`src/rtl/character_buffer_register_file.sv`:
```
// 32 x 8 flip-flop register file for the PS/2 character buffer: one write port, two combinational read ports.
// Optional write-to-read forwarding on both ports when CHARBUF_WRITE_BYPASS_EN is defined.
module character_buffer_register_file #(
    parameter int DATA_WIDTH = 8,
    parameter int ADDR_WIDTH = 5
) (
    input  logic                  clock,
    input  logic                  reset,
    input  logic                  write,
    input  logic [ADDR_WIDTH-1:0] address,
    input  logic [DATA_WIDTH-1:0] data_in,
    input  logic [ADDR_WIDTH-1:0] select_a,
    input  logic [ADDR_WIDTH-1:0] select_b,
    output logic [DATA_WIDTH-1:0] out_a,
    output logic [DATA_WIDTH-1:0] out_b
);

    localparam int DEPTH = 1 << ADDR_WIDTH;

    logic [DATA_WIDTH-1:0] entry [DEPTH];
    logic [DATA_WIDTH-1:0] stored_a;
    logic [DATA_WIDTH-1:0] stored_b;

    // Reset wins over a coincident write; the whole buffer is discarded.
    always_ff @(posedge clock) begin
        if (reset) begin
            entry <= '{default: '0};
        end else if (write) begin
            entry[address] <= data_in;
        end
    end

    assign stored_a = entry[select_a];
    assign stored_b = entry[select_b];

`ifdef CHARBUF_WRITE_BYPASS_EN
    logic write_live;

    assign write_live = write && !reset;

    always_comb begin
        out_a = stored_a;
        out_b = stored_b;
        if (write_live && (select_a == address)) begin
            out_a = data_in;
        end
        if (write_live && (select_b == address)) begin
            out_b = data_in;
        end
    end
`else
    assign out_a = stored_a;
    assign out_b = stored_b;
`endif

endmodule

```
`config.mk`:
```
export PLATFORM = sky130hd
export DESIGN_NAME = character_buffer_register_file
export DESIGN_NICKNAME = d
export VERILOG_FILES = /design/src/rtl/character_buffer_register_file.sv
export SDC_FILE = /design/constraint.sdc
export NUM_CORES = 1
export LEC_CHECK = 0
export CAP_MARGIN = 15
export CORE_AREA = 5 5 242 244
export DETAILED_ROUTE_END_ITERATION = 8
export DIE_AREA = 0 0 247 249
export DONT_BUFFER_PORTS = 1
export HOLD_SLACK_MARGIN = 0.06
export PLACE_DENSITY_LB_ADDON = 0.08
export SLEW_MARGIN = 0
export SYNTH_ARGS = -nofsm -noshare
export SYNTH_HDL_FRONTEND = slang
export SYNTH_SLANG_ARGS = --single-unit
```
`constraint.sdc`:
```
create_clock -name clock -period 3.7 [get_ports clock]
set_clock_uncertainty 0.15 [all_clocks]
set_input_delay 0.37 -clock clock [delete_from_list [all_inputs] [get_ports clock]]
set_output_delay 0.37 -clock clock [all_outputs]
set_load 0.02 [all_outputs]
```
# --- Word-level counts from Yosys, hierarchy flattened ---
# Index checks and enable logic that the tools add are counted.
totals:
  register_bits: 256
  out_inout_bits: 16
op_classes:
  n_lt_le_gt_ge: 4
  muxes: 9
  n_bitwise: 3
  n_reduce_logical: 1
ops:
  columns: ["operator", "n"]
  rows:
  - ["256-bit bitwise mux", 1]
  - ["8-bit binary-select mux with 5-bit select", 2]
  - ["8-bit demux with 5-bit select", 1]
  - ["8-bit 2-to-1 mux", 5]
  - ["6-bit greater-or-equal comparator (second input constant)", 3]
  - ["5-bit NOT with 6-bit output", 3]
  - ["6-bit by 1-bit less-than comparator with 1-bit output (second input constant)", 1]
  - ["1-bit logical AND", 1]

# --- Logic depth before layout (Yosys ltp) ---
logic_depth:
  word_depth: 6
  ltp_mapped: 6
  mapped_depth_nobuf: 3

# --- Worst setup path after synthesis ---
# Ideal clock, no wire load.
synth_path:
  kind: "input to output"
  start: "input port select_a[2]"
  end: "output port out_a[0]"
  t_arrival_ns: 2.015
  required_time_ns: 3.180
  path_slack_ns: 1.165
  path_stages: 6
  cell_sequence: "buf_4 > buf_6 > buf_2 > mux4_2 > mux4_2 > mux2_2"
synth_between:
  elab_chain_cells: 4
synth_rtl:
  columns: ["element", "line", "source"]
  rows:
  - ["start, declared", "12", "input logic [ADDR_WIDTH-1:0] select_a,"]
  - ["5-bit NOT with 6-bit output (not written as such)", "33", "assign stored_a = entry[select_a];"]
  - ["8-bit binary-select mux with 5-bit select", "33", null]
  - ["8-bit 2-to-1 mux (not written as such) (2 in series)", "33", null]
  - ["end, declared", "14", "output logic [DATA_WIDTH-1:0] out_a,"]
# Every way passes these cells. The select of a mux whose other input is x is not followed.

# --- Final worst setup path ---
layout_path:
  start: "register entry[77] in the netlist's numbering"
  end: "output port out_b[5]"
layout_between:
  elab_chain_cells: 3
layout_rtl:
  columns: ["element", "line", "source"]
  rows:
  - ["start, declared", "20", "logic [DATA_WIDTH-1:0] entry [DEPTH];"]
  - ["start signal, assigned by index", "29", "entry[address] <= data_in;"]
  - ["8-bit binary-select mux with 5-bit select", "34", "assign stored_b = entry[select_b];"]
  - ["8-bit 2-to-1 mux (not written as such) (2 in series)", "34", null]
  - ["end, declared", "15", "output logic [DATA_WIDTH-1:0] out_b"]
# Every way passes these cells. The select of a mux whose other input is x is not followed.

==> summary.txt <==
Run status
  • Status: complete, no violations

Place
  • Place WS: 1300 ps
  • IO buf count: 0
  • Placed Area: 14100 um2
  • Cells after DPL: 2000
  • GPL Wtd Cong: 0.709
  • Hpwl dp: 27500 um

Yosys
  • Synthesized area: 13800 um2
  • Sequential-to-total area share from yosys stat: 37.1%
  • Main combinational cell family by area after synthesis: multiplexers
  • Yosys reg bits: 256
  • Count leader, synth: nand3_1
  • Synth Area in Simple Gates: 10.6%
  • Unique masters post-synth: 19
  • Number of synthesized flops with an enable pin: 0
  • Post-synthesis async set-or-reset flop share: 0%
  • Synth top area share: 37.1%
  • Top post-synthesis cells by count: nand3_1 (258), a21oi_1 (256), dfxtp_1 (256), o21ai_0 (256), mux4_2 (160)
  • Yosys top cell by area: dfxtp_1
  • Main area contributors after synthesis: dfxtp_1 (37%), mux4_2 (26%), nand3_1 (9.4%)
  • Mean Syn Cell Area: 9.69 um2
  • Post-Synth Adder-Cell Area: 0%
  • Yosys warning total: 0
  • Post-Syn Instances: 1425
  • Syn_nets: 1451
  • Top_reg_cell synth: dfxtp_1
  • Mux cell area share after synthesis: 27.4%
  • Synth Area in XOR/XNOR: 0%
  • Synth Area in Compound Gates: 18.6%

Floorplanning
  • Die area: 61500 um2
  • Die span in x: 247 um
  • Initial Utilization: 24.6%
  • Die height: 249 um
  • # IOs: 42
  • Core Area: 56100 um2
  • Row count: 87

Timing
  • Tmin final: 2810 ps
  • Worst setup margin: 893 ps
  • Worst slew pin tran: 1030 ps
  • Setup tns final: 0 ps
  • Max_slew headroom: 31.5%
  • Fin crit share: 75.9%
  • RSZ-0062 raised after global routing: no
  • Final Hold Viols: 0
  • Max Fclk: 0.356 GHz
  • Final Setup Violations: 0
  • Slew Limit Fails: 0

Power and ir drop
  • P_leak: 5.06 nW
  • Pwr dens: 417 nW/um2
  • PnR Total Power: 6.76 mW
  • Worst vdd ir: 233 uV

Worst setup path
  • Max stage delay cell, worst path: mux4_2
  • Crit path kind: flop to primary output
  • Slowest stage delay, CP: 530 ps
  • Startpoint types: flop
  • Critical Path AT: 2290 ps
  • Crit path capture type: primary output
  • Worst r2r path cells: 3
  • Most used cell, CP: mux4_2
  • Critical-path cell list: mux4_2, mux4_2, mux2_2
  • CP Max Fanout: 3
  • CP Data Required Time: 3180 ps

Final layout
  • Final Non-Filler Cells: 2153
  • Share of cells above drive strength 1: 19.4%
  • Fill count: 5841
  • Layout Nets: 1396
  • Final instance area: 16200 um2
  • Top Registers: entry (256)
  • Layout area overhead: 17.6%
  • Max reg flops: 256
  • Largest register by flop count: entry

Global route
  • Grt ovf: 0
  • Initial antenna violation count: 4
  • GRT Overall Usage: 18.5%
  • First-pass GRT wire length: 86000 um
  • Vias in the first global route: 12007
  • Largest net degree at the start of global routing: 184

CTS
  • Clk root buf: clkbuf_16
  • PostCTS Resize Cnt: 0
  • Clk_lat worst skew: 540 ps
  • H-Tree Depth: 2
  • Clock-pin slew on the worst setup and hold paths: 60 ps
  • CTS tree: built
  • Clock Tree Buf Depth: 3
  • Inserted Clock Buffers: 35
  • TritonCTS Sinks: 256

Drt
  • WL/cell: 27.0 um
  • Vias per cell: 5.58
  • Post-DRT Antenna Nets: 0
  • Number of DRC markers in iteration 0: 1078
  • Detailed-route via count: 12012
  • Final wirelength: 58200 um
  • DRC Markers: 0
  • DRT Pass-1 Iters: 6

Job
  • Max-cap violations: 0

Hold path
  • WHS Path Cells: 4
  • Min-delay worst type: primary input to flop
[power by group]
| part | leakage (nW) | switching, mW | internal, mW |
|---|---|---|---|
| Clock | 0.595 | 1.37 | 2.15 |
| Combinational | 2.40 | 0.298 | 0.151 |
| Sequential | 2.06 | 0.0142 | 2.78 |
| Total | 5.06 | 1.68 | 5.08 |
[per-layer routing]
layer | track usage (%) | vias up | part of all wire [%]
met4 | 3.94 | 0 | 1.7
met2 | 28.9 | 262 | 46
li1 | - | 5315 | -
met5 | 0 | - | 0
met3 | 3.14 | 59 | 5.0
met1 | 26.8 | 6376 | 47
[metrics by stage]
step	utilization, %	hold slack (ps)
after floorplan	-	310
after detailed placement	25.2	325
after global routing	29.0	191
final	29.0	194
after global placement	25.2	317
after CTS	29.0	156
[worst paths after layout]
| path | startpoint | to | slack (ps) |
|---|---|---|---|
| worst max-delay path | entry[77] | out_b[5] | 890 |
| worst max register to register | entry[229] | entry[229] | 2280 |
| worst min-delay path | address[0] | entry[31] | 190 |
| worst min register to register | entry[215] | entry[215] | 340 |
[critical path, delay by kind of cell, from the launching register on]
family        cells  cell delay [ps]
flip-flops        1              330
multiplexers      3             1420
[cell families (layout without fill, tap and decap cells)]
family	count (synthesis)	count (layout)
AOI/OAI and AO/OA	512	512
and+or+nand+nor	280	280
DFF	256	256
buffers and inverters	201	172
muxes	176	176
other	0	1
[layout by cell type (no fill, tap or decap)]
cell type,instances
buf_4,17
buf_12,6
o21ai_0,256
and3_2,1
mux2_2,16
buf_16,1
clkbuf_16,37
bufinv_16,1
mux4_2,160
clkinv_2,5
dfxtp_1,256
or3_2,1
nand3b_1,5
and3b_1,3
or3b_2,4
inv_6,1
nor3_2,1
nand3_1,257
clkbuf_8,13
nand3_2,1
diode_2,1
and3_1,1
dlygate4sd3_1,85
a21oi_1,256
clkbuf_1,6
nor3b_2,4
and3b_2,2
[repair_timing]
| action | in CTS | in global routing |
|---|---|---|
| setup buffers | 0 | 0 |
| endpoints found under the hold margin | 256 | 0 |
| hold buffers | 89 | 0 |
[layout make-up]
cell class / count / area (um2) / area share, %
clock buffer: 56 / 1130 / 6.94
sequential: 256 / 5120 / 31.6
tap: 756 / 946 / 5.83
timing repair buffer: 109 / 1130 / 6.94
multi-input combinational: 968 / 7840 / 48.3
clock inverter: 7 / 63.8 / 0.393
antenna: 1 / 2.50 / 0.0154
No activity file was read; power rests on OpenSTA's default activity.
